File: config.mk
export PLATFORM = sky130hd
export DESIGN_NAME = tx_pattern_gen_flat
export DESIGN_NICKNAME = d
export VERILOG_FILES = /design/src/rtl/tx_pattern_pkg.sv /design/src/rtl/tx_pattern_gen_if.sv /design/src/rtl/prbs7_lane.sv /design/src/rtl/tx_pattern_gen.sv /design/src/flat_wrapper.sv
export SDC_FILE = /design/constraint.sdc
export NUM_CORES = 1
export LEC_CHECK = 0
export CAP_MARGIN = 20
export CELL_PAD_IN_SITES_DETAIL_PLACEMENT = 1
export CELL_PAD_IN_SITES_GLOBAL_PLACEMENT = 2
export CORE_MARGIN = 2
export CORE_UTILIZATION = 37
export DETAILED_ROUTE_END_ITERATION = 8
export GPL_TIMING_DRIVEN = 0
export PLACE_DENSITY_LB_ADDON = 0.25
export SYNTH_ARGS = -nofsm -noshare
export SYNTH_HDL_FRONTEND = slang
export SYNTH_HIERARCHICAL = 1
export SYNTH_SLANG_ARGS = --single-unit
File: constraint.sdc
create_clock -name clk -period 3.1 [get_ports clk]
set_input_delay 0.93 -clock clk [delete_from_list [all_inputs] [get_ports clk]]
set_output_delay 0.93 -clock clk [all_outputs]
set_load 0.05 [all_outputs]
File: src/rtl/tx_pattern_pkg.sv
// Shared types and constants for the multi-lane TX test-pattern source.
// Holds the sequencer state encoding, payload modes, PRBS7 polynomial and training-word helper.
package tx_pattern_pkg;

    typedef enum logic [2:0] {
        ST_IDLE     = 3'd0,
        ST_WAIT_PHY = 3'd1,
        ST_TRAIN    = 3'd2,
        ST_SYNC     = 3'd3,
        ST_RUN      = 3'd4
    } state_t;

    localparam logic [1:0] MODE_COUNTER = 2'd0;
    localparam logic [1:0] MODE_PRBS7   = 2'd1;
    localparam logic [1:0] MODE_FIXED   = 2'd2;
    localparam logic [1:0] MODE_RSVD    = 2'd3;

    // x^7 + x^6 + 1: feedback is the XOR of the two oldest history bits
    localparam int         PRBS_TAP_HI = 6;
    localparam int         PRBS_TAP_LO = 5;
    localparam logic [6:0] PRBS_SEED   = 7'h7F;

    function automatic logic [15:0] train_word(input int width);
        logic [15:0] w;
        logic        bit_v;
        w     = 16'h0000;
        bit_v = 1'b1;
        for (int j = 15; j >= 0; j--) begin
            if (j < width) begin
                w[j]  = bit_v;
                bit_v = ~bit_v;
            end else begin
                w[j] = 1'b0;
            end
        end
        return w;
    endfunction

endpackage

File: src/rtl/tx_pattern_gen_if.sv
// Control/data bundle between the test controller and the pattern source.
// The controller side is the master; the pattern source is the slave.
interface tx_pattern_gen_if #(
    parameter int DATA_W = 8,
    parameter int LANES  = 1
);
    logic                      start;
    logic                      stop;
    logic [1:0]                mode;
    logic [DATA_W-1:0]         fixed_word;
    logic                      phy_ready;
    logic [LANES*DATA_W-1:0]   data_out;
    logic                      data_valid;
    logic                      sync_flag;
    logic                      busy;
    logic [31:0]               word_count;

    modport master (
        output start, stop, mode, fixed_word, phy_ready,
        input  data_out, data_valid, sync_flag, busy, word_count
    );

    modport slave (
        input  start, stop, mode, fixed_word, phy_ready,
        output data_out, data_valid, sync_flag, busy, word_count
    );
endinterface

File: src/rtl/prbs7_lane.sv
// One PRBS7 lane: Fibonacci LFSR stepped DATA_W bits per advance, first generated bit in the MSB.
// The output word is the batch that the next advance will consume.
module prbs7_lane
    import tx_pattern_pkg::*;
#(
    parameter int         DATA_W = 8,
    parameter logic [6:0] SEED   = PRBS_SEED
) (
    input  logic              clk,
    input  logic              rst_n,
    input  logic              reseed,
    input  logic              advance,
    output logic [DATA_W-1:0] word
);

    logic [6:0]        lfsr_r;
    logic [6:0]        lfsr_next_s;
    logic [DATA_W-1:0] word_s;

    // Unroll DATA_W LFSR steps, collecting each new bit MSB-first
    always_comb begin
        lfsr_next_s = lfsr_r;
        word_s      = '0;
        for (int k = 0; k < DATA_W; k++) begin
            word_s[DATA_W-1-k] = lfsr_next_s[PRBS_TAP_HI] ^ lfsr_next_s[PRBS_TAP_LO];
            lfsr_next_s        = {lfsr_next_s[5:0], word_s[DATA_W-1-k]};
        end
    end

    // LFSR state register with reseed priority over advance
    always_ff @(posedge clk or negedge rst_n) begin
        if (!rst_n) begin
            lfsr_r <= SEED;
        end else if (reseed) begin
            lfsr_r <= SEED;
        end else if (advance) begin
            lfsr_r <= lfsr_next_s;
        end else begin
            lfsr_r <= lfsr_r;
        end
    end

    assign word = word_s;

endmodule

File: src/rtl/tx_pattern_gen.sv
// Multi-lane TX test-pattern source: PHY wait, training, sync word, then counter/PRBS7/fixed payload.
// Lane outputs are registered from the current state, so they trail the state register by one cycle.
module tx_pattern_gen
    import tx_pattern_pkg::*;
#(
    parameter int          DATA_W    = 8,
    parameter int          LANES     = 1,
    parameter int          TRAIN_LEN = 64,
    parameter logic [31:0] SYNC_WORD = 32'h0000_00BC
) (
    input  logic           clk,
    input  logic           rst_n,
    tx_pattern_gen_if.slave bus
);

    localparam int                TC_W       = (TRAIN_LEN > 1) ? $clog2(TRAIN_LEN) : 1;
    localparam logic [TC_W-1:0]   TRAIN_LAST = TC_W'(TRAIN_LEN - 1);
    localparam logic [15:0]       TRAIN_W16  = train_word(DATA_W);
    localparam logic [DATA_W-1:0] TRAIN_LANE = TRAIN_W16[DATA_W-1:0];
    localparam logic [DATA_W-1:0] SYNC_LANE  = SYNC_WORD[DATA_W-1:0];
    localparam logic [DATA_W-1:0] CNT_ONE    = {{(DATA_W-1){1'b0}}, 1'b1};

    state_t                  state_r;
    logic [1:0]              mode_r;
    logic [DATA_W-1:0]       fixed_r;
    logic [DATA_W-1:0]       cnt_r;
    logic [TC_W-1:0]         train_cnt_r;
    logic [DATA_W-1:0]       prbs_word_s [LANES];
    logic [LANES*DATA_W-1:0] payload_s;
    logic                    reseed_s;
    logic                    advance_s;

    // Generators only run in RUN; every other state holds them at their seeds
    assign reseed_s  = (state_r != ST_RUN);
    assign advance_s = (state_r == ST_RUN);
    assign bus.busy  = (state_r != ST_IDLE);

    for (genvar i = 0; i < LANES; i++) begin : g_lane
        prbs7_lane #(
            .DATA_W (DATA_W),
            .SEED   (PRBS_SEED ^ 7'(i))
        ) u_prbs (
            .clk     (clk),
            .rst_n   (rst_n),
            .reseed  (reseed_s),
            .advance (advance_s),
            .word    (prbs_word_s[i])
        );
    end

    // Per-lane payload selection for the latched mode
    always_comb begin
        payload_s = '0;
        for (int i = 0; i < LANES; i++) begin
            case (mode_r)
                MODE_COUNTER: payload_s[i*DATA_W +: DATA_W] = cnt_r + DATA_W'(i);
                MODE_PRBS7:   payload_s[i*DATA_W +: DATA_W] = prbs_word_s[i];
                default:      payload_s[i*DATA_W +: DATA_W] = fixed_r;
            endcase
        end
    end

    // Sequencer state, latched configuration and registered lane outputs
    always_ff @(posedge clk or negedge rst_n) begin
        if (!rst_n) begin
            state_r        <= ST_IDLE;
            mode_r         <= MODE_COUNTER;
            fixed_r        <= '0;
            cnt_r          <= '0;
            train_cnt_r    <= '0;
            bus.data_out   <= '0;
            bus.data_valid <= 1'b0;
            bus.sync_flag  <= 1'b0;
            bus.word_count <= 32'd0;
        end else begin
            case (state_r)
                ST_TRAIN: begin
                    bus.data_out   <= {LANES{TRAIN_LANE}};
                    bus.data_valid <= 1'b0;
                    bus.sync_flag  <= 1'b0;
                end
                ST_SYNC: begin
                    bus.data_out   <= {LANES{SYNC_LANE}};
                    bus.data_valid <= 1'b0;
                    bus.sync_flag  <= 1'b1;
                end
                ST_RUN: begin
                    bus.data_out   <= payload_s;
                    bus.data_valid <= 1'b1;
                    bus.sync_flag  <= 1'b0;
                    if (bus.word_count != 32'hFFFF_FFFF) begin
                        bus.word_count <= bus.word_count + 32'd1;
                    end else begin
                        bus.word_count <= bus.word_count;
                    end
                end
                default: begin
                    bus.data_out   <= '0;
                    bus.data_valid <= 1'b0;
                    bus.sync_flag  <= 1'b0;
                end
            endcase

            cnt_r <= (state_r == ST_RUN) ? (cnt_r + CNT_ONE) : '0;

            // stop overrides every other transition, including a same-cycle start
            if (bus.stop) begin
                state_r <= ST_IDLE;
            end else begin
                case (state_r)
                    ST_IDLE: begin
                        if (bus.start) begin
                            state_r        <= ST_WAIT_PHY;
                            mode_r         <= bus.mode;
                            fixed_r        <= bus.fixed_word;
                            bus.word_count <= 32'd0;
                        end else begin
                            state_r <= ST_IDLE;
                        end
                    end
                    ST_WAIT_PHY: begin
                        train_cnt_r <= '0;
                        state_r     <= bus.phy_ready ? ST_TRAIN : ST_WAIT_PHY;
                    end
                    ST_TRAIN: begin
                        if (!bus.phy_ready) begin
                            state_r <= ST_WAIT_PHY;
                        end else if (train_cnt_r == TRAIN_LAST) begin
                            state_r <= ST_SYNC;
                        end else begin
                            train_cnt_r <= train_cnt_r + TC_W'(1);
                        end
                    end
                    ST_SYNC: begin
                        state_r <= bus.phy_ready ? ST_RUN : ST_WAIT_PHY;
                    end
                    ST_RUN: begin
                        state_r <= bus.phy_ready ? ST_RUN : ST_WAIT_PHY;
                    end
                    default: begin
                        state_r <= ST_IDLE;
                    end
                endcase
            end
        end
    end

endmodule

File: src/flat_wrapper.sv
// flat-port wrapper written by rule: the top's interface ports become plain ports
module tx_pattern_gen_flat import tx_pattern_pkg::*;
#(
    parameter int          DATA_W    = 8,
    parameter int          LANES     = 1,
    parameter int          TRAIN_LEN = 64,
    parameter logic [31:0] SYNC_WORD = 32'h0000_00BC
)
  (clk, rst_n, bus_start, bus_stop, bus_mode, bus_fixed_word, bus_phy_ready, bus_data_out, bus_data_valid, bus_sync_flag, bus_busy, bus_word_count);
  tx_pattern_gen_if #(.DATA_W(DATA_W), .LANES(LANES)) bus_i ();
  input  logic clk;
  input  logic rst_n;
  input wire logic [$bits(bus_i.start)-1:0] bus_start;
  input wire logic [$bits(bus_i.stop)-1:0] bus_stop;
  input wire logic [$bits(bus_i.mode)-1:0] bus_mode;
  input wire logic [$bits(bus_i.fixed_word)-1:0] bus_fixed_word;
  input wire logic [$bits(bus_i.phy_ready)-1:0] bus_phy_ready;
  output wire logic [$bits(bus_i.data_out)-1:0] bus_data_out;
  output wire logic [$bits(bus_i.data_valid)-1:0] bus_data_valid;
  output wire logic [$bits(bus_i.sync_flag)-1:0] bus_sync_flag;
  output wire logic [$bits(bus_i.busy)-1:0] bus_busy;
  output wire logic [$bits(bus_i.word_count)-1:0] bus_word_count;
  assign bus_i.start = bus_start;
  assign bus_i.stop = bus_stop;
  assign bus_i.mode = bus_mode;
  assign bus_i.fixed_word = bus_fixed_word;
  assign bus_i.phy_ready = bus_phy_ready;
  assign bus_data_out = bus_i.data_out;
  assign bus_data_valid = bus_i.data_valid;
  assign bus_sync_flag = bus_i.sync_flag;
  assign bus_busy = bus_i.busy;
  assign bus_word_count = bus_i.word_count;
  tx_pattern_gen #(.DATA_W(DATA_W), .LANES(LANES), .TRAIN_LEN(TRAIN_LEN), .SYNC_WORD(SYNC_WORD)) u_core (.clk(clk), .rst_n(rst_n), .bus(bus_i));
endmodule
Word level (Yosys, flattened, before mapping). Index checks and enable logic that the tools add are counted.

Flip-flop bits (word level): 76. Input port bits: 15.

Reductions and logical operators: 8. Bitwise logic cells: 9. Add/subtract/negate cells: 3. Equal/unequal tests: 11. Mux-type cells: 22.

Operators by type and width (count): 32-bit two-way mux (5); 32-bit by 1-bit adder with 32-bit output, second input constant (1); 32-bit inequality test, second input constant (1); 8-bit case mux with 3 select lines (1); 8-bit case mux with 2 select lines (1); 7-bit two-way mux (2); 3-bit two-way mux (4); 6-bit two-way mux (2); 3-bit case mux with 4 select lines (1); 6-bit case mux with 2 select lines (1); 8-bit by 1-bit adder with 8-bit output, second input constant (1); 8-bit two-way mux (1); 1-bit bitwise XOR (8); 6-bit by 1-bit adder with 6-bit output, second input constant (1); 3-bit by 2-bit == test with 1-bit output, second input constant (2); 6-bit == test, second input constant (1); 2-bit inequality test, second input constant (2); 4-bit by 3-bit inequality test with 1-bit output, second input constant (1); 4-bit AND reduction (1); 2-bit nonzero test (2); 3-bit by 1-bit == test with 1-bit output, second input constant (1); 3-bit == test, second input constant (1); 3-bit zero test (1); 1-bit two-way mux (3); 8 further kinds (8).

Logic depth before layout (Yosys ltp).
Word-level depth: 6. Depth in mapped cells: 7. Mapped depth without buffers: 6.

Modules after synthesis. Netlist, hierarchy kept.

By module, submodules not included: tx_pattern_gen (times used 1, sequential area each 1726.7 um^2, cells an instance 383, area each 3572.2 um^2); prbs7_lane (times used 1, sequential area each 183.9 um^2, cells an instance 30, area each 380.4 um^2).

Worst setup path after synthesis. OpenSTA, ideal clock, no wires.

Path kind: register -> register. Start: register u_core.bus.word_count[18]. End: register u_core.bus.word_count[17]. Path slack: 0.780 ns. Required time: 2.963 ns. Period minus slack after synthesis: 2.320 ns. Data arrival time: 2.182 ns. Cell stages (with the launch flop): 7. Path through: dfrtp_1 -> nand4_4 -> or4_4 -> o31ai_4 -> buf_6 -> or3_2 -> a21oi_2.

Cells in the longest elaborated chain, start to end: 6.

Ends and longest elaborated chain: start: declaration (line tx_pattern_gen_if.sv:25) `output data_out, data_valid, sync_flag, busy, word_count`; start signal: assignment (line tx_pattern_gen.sv:92) `bus.word_count <= bus.word_count + 32'd1;`; start signal: assignment (line tx_pattern_gen.sv:94) `bus.word_count <= bus.word_count;`; 32-bit inequality test * (line tx_pattern_gen.sv:91) `if (bus.word_count != 32'hFFFF_FFFF) begin`; 32-bit two-way mux * (line tx_pattern_gen.sv:91); 32-bit two-way mux * (line tx_pattern_gen.sv:76) `case (state_r)`; 32-bit two-way mux (line tx_pattern_gen.sv:112) `if (bus.start) begin`; 32-bit two-way mux (line tx_pattern_gen.sv:110) `case (state_r)`; 32-bit two-way mux * (line tx_pattern_gen.sv:107) `if (bus.stop) begin`.

Every way passes the cells marked *; elsewhere a longest branch is shown, timed or not. A chain may end at the register's enable or synchronous reset.

Worst setup path in the final report.
Start: register u_core.state_r[0]. End: output bus_busy.

Cells in the longest elaborated chain, start to end: 1.

Ends and longest elaborated chain: start: declaration (line tx_pattern_gen.sv:23) `state_t state_r;`; start signal: assignment (line tx_pattern_gen.sv:123) `state_r <= bus.phy_ready ? ST_TRAIN : ST_WAIT_PHY;`; start signal: assignment (line tx_pattern_gen.sv:135) `state_r <= bus.phy_ready ? ST_RUN : ST_WAIT_PHY;`; start signal: assignment (line tx_pattern_gen.sv:138) `state_r <= bus.phy_ready ? ST_RUN : ST_WAIT_PHY;`; 3-bit nonzero test (line tx_pattern_gen.sv:36) `assign bus.busy = (state_r != ST_IDLE);`; end: declaration (line flat_wrapper.sv:21) `output wire logic [$bits(bus_i.busy)-1:0] bus_busy;`.

No other way between the ends.

==> flow_summary.json <==
{
  "crit_family": "buffers and inverters",
  "hold_viol": 0,
  "nets": 500,
  "max-vdd-ir-drop_uv": 289,
  "skew_ns": 0.00971,
  "cts_setup_buffers": 0,
  "r2r-start": "u_core/state_r[1]$_DFFE_PN0P_",
  "portBuffers": 57,
  "drt-initial-drc-count": 97,
  "final_cells": 623,
  "slew_headroom_pct": 36.3,
  "synth.top_cell.area_share_pct": 43.7,
  "cp_max_fo": 9,
  "syn_inst": 413,
  "overflow": 0,
  "synth_edf_count": 0,
  "synth_seq_cells": 76,
  "syn_nets": 431,
  "cts.clk_slew.worst_paths_ns": 0.08,
  "synthArstFlopShare_pct": 100,
  "critPathKind": "register to output port",
  "hold_slack_ns": 0.482,
  "drv_cap": 0,
  "hp-start": "u_core/train_cnt_r[5]$_DFFE_PN0P_",
  "avgSynthCellArea_um2": 9.57,
  "synth_cell_types": 50,
  "core-area_mm2": 0.0104,
  "via_per_inst": 5.37,
  "dieArea_mm2": 0.0115,
  "worstMarginPinSlew_ns": 0.948,
  "dp_hpwl_mm": 7.49,
  "firstDrtPassIters": 4,
  "grt_usage_pct": 20.3,
  "endpoint_kind": "output port",
  "synthToLayoutAreaGrowth_pct": 25.7,
  "h-tree-depth": 3,
  "grt_pass1_wl_mm": 18.3,
  "antenna_found_initial": 0,
  "synth_top_area_cell": "dfrtp_1",
  "die_w_um": 107,
  "status": "finished, final reports clean",
  "yosysSeqAreaShare_pct": 48.3,
  "cts_hold_buf": 0,
  "drt_wl_total_mm": 10.9,
  "clockBufferDepth": 2,
  "post_drt_wl_per_cell_um": 17.5,
  "postRouteAntennaNets": 0,
  "critPathLaunchType": "register",
  "rows": 37,
  "max_stage_delay_ns": 0.81,
  "timing.fmax_mhz": 348,
  "min_period_ns": 2.87,
  "drc": 0,
  "cp_cell_sequence": "buf_2 -> nor2_1 -> nand2_1 -> clkdlybuf4s50_1",
  "total_leakage_power_nw": 2.05,
  "synth_area_leaders": "dfrtp_1 (44%), nand2_1 (5.4%), dfstp_2 (4.7%)",
  "cts_root_buf": "clkbuf_8",
  "clk_latency_ns": 0.37,
  "start_util_pct": 38.1,
  "setup_violations": 0,
  "rsz0062_at_grt": "false",
  "cts_sinks": 76,
  "worstPathRequired_ns": 2.17,
  "hp-class": "register to register",
  "io_pins": 58,
  "die_h_um": 107,
  "synth_area_mm2": 0.00395,
  "dpl.cell_count": 607,
  "grt_max_degree": 51,
  "path_buf_inv": 2,
  "synth_warnings": 6,
  "cts_tree": "done",
  "gp_congestion": 0.809,
  "crit_start": "u_core/state_r[0]$_DFFE_PN0P_",
  "worst_slack_ns": 0.230,
  "vias": 3348,
  "crit_arrival_ns": 1.94,
  "yosys_most_used_dff": "dfrtp_1",
  "pre_cts_ws_ns": 0.139,
  "cts_resized": 0,
  "p_per_area_mw_per_mm2": 440,
  "drive_gt1_share_pct": 10.7,
  "fin_crit_sh_pct": 92.6,
  "crit_path_top_delay_cell": "clkdlybuf4s50_1",
  "maxSlewViolCount": 0,
  "antenna_cells": 0,
  "cts_buffers": 9,
  "grt_pass1_vias": 3544
}
## metal layers
layer	wire length, µm	global-route usage (%)	part of all wire (%)
met5	0	0	0
met4	198	7.60	1.8
met2	5000	32.5	46
met1	5330	27.9	49
met3	340	3.15	3.1
## cell usage after synthesis, drive strengths merged (8+ instances only)
| cell type | number |
|---|---|
| clkbuf | 11 |
| o31ai | 10 |
| dfrtp | 69 |
| or4 | 8 |
| o21ai | 22 |
| nand2 | 57 |
| mux2i | 13 |
| xor2 | 13 |
| xnor2 | 11 |
| nor2 | 38 |
| nor2b | 9 |
| a21oi | 21 |
| nand4 | 14 |
| nand3 | 24 |
| inv | 8 |
| and3 | 11 |
## power by group
group / total [mW] / switching (mW) / leakage, nW / internal [mW]
combinational: 0.201 / 0.131 / 0.907 / 0.0694
clock: 0.947 / 0.390 / 0.122 / 0.557
sequential: 1.04 / 0.0172 / 1.02 / 1.02
total: 2.19 / 0.539 / 2.05 / 1.65
## cell usage in the layout (no fill, tap or decap), drive strengths merged, types with 5 or more instances in the layout
master	Yosys	routed
dfstp	7	7
or4	8	8
nor4	7	7
dfrtp	69	69
buf	7	9
nor2b	9	9
and3	11	11
a21oi	21	21
nand2	57	57
inv	8	8
mux2i	13	13
xnor2	11	11
clkbuf	11	21
nand2b	6	6
a211o	7	7
o31ai	10	10
nor2	38	38
nand4	14	14
o21ai	22	22
xor2	13	13
nand3	24	24
or3	6	6
nor3	5	5
clkdlybuf4s50	0	56
## final timing paths
check                                                           endpoint  slack, ns  depth (start not counted)
max                                                             bus_busy       0.23                          4
min                                    u_core/train_cnt_r[5]$_DFFE_PN0P_       0.48                          1
max reg2reg                          u_core/bus.word_count[17]$_DFF_PN0_       0.44                          7
min reg2reg                            u_core/train_cnt_r[5]$_DFFE_PN0P_       0.48                          1
max in group asynchronous  u_core/g_lane[0].u_prbs/lfsr_r[6]$_DFFE_PN1P_       1.99                          2
min in group asynchronous                  u_core/fixed_r[7]$_DFFE_PN0P_       0.49                          1
## cell type report
class	instances	area, µm²
repair buffers	58	596
plain buffers	18	85.1
clock buffers	10	138
well taps	136	170
clock inverters	6	111
flip-flops and latches	76	1910
inverters	8	30.0
multi-input cells	311	1930
fillers	1201	5400
## logic make-up (layout without fill, tap and decap cells)
group | after synthesis | after routing | share of synthesized area (%)
multiplexers | 13 | 13 | 3.29
flip-flops | 76 | 76 | 48.3
AND/OR/NAND/NOR | 197 | 197 | 26.1
AO/OA/AOI/OAI | 73 | 73 | 12.5
XOR/XNOR | 25 | 25 | 5.95
adder cells (fa/ha/maj) | 3 | 3 | 0.950
buffers and inverters | 26 | 100 | 2.91
## sequential cells by signal (all words and copies together) (netlist names)
name / cells
u_core/fixed_r: 8
u_core/bus.sync_flag: 1
u_core/mode_r: 2
u_core/g_lane.u_prbs/lfsr_r: 7
u_core/bus.data_valid: 1
u_core/state_r: 3
u_core/train_cnt_r: 6
u_core/bus.word_count: 32
u_core/bus.data_out: 8
u_core/cnt_r: 8
## per-stage QoR
| step | utilization [%] | TNS [ns] | power [mW] | area, µm² |
|---|---|---|---|---|
| global route | 47.9 | 0 | 2.28 | 4970 |
| CTS | 47.9 | 0 | 2.22 | 4970 |
| detailed placement | 45.5 | 0 | 1.26 | 4720 |
| global placement | 45.3 | -128.64 | 1.25 | 4690 |
| finish | 47.9 | 0 | 2.19 | 4970 |
| floorplan | - | 0 | 1.17 | 3950 |
Note: power is estimated with default switching activity, not from simulation.
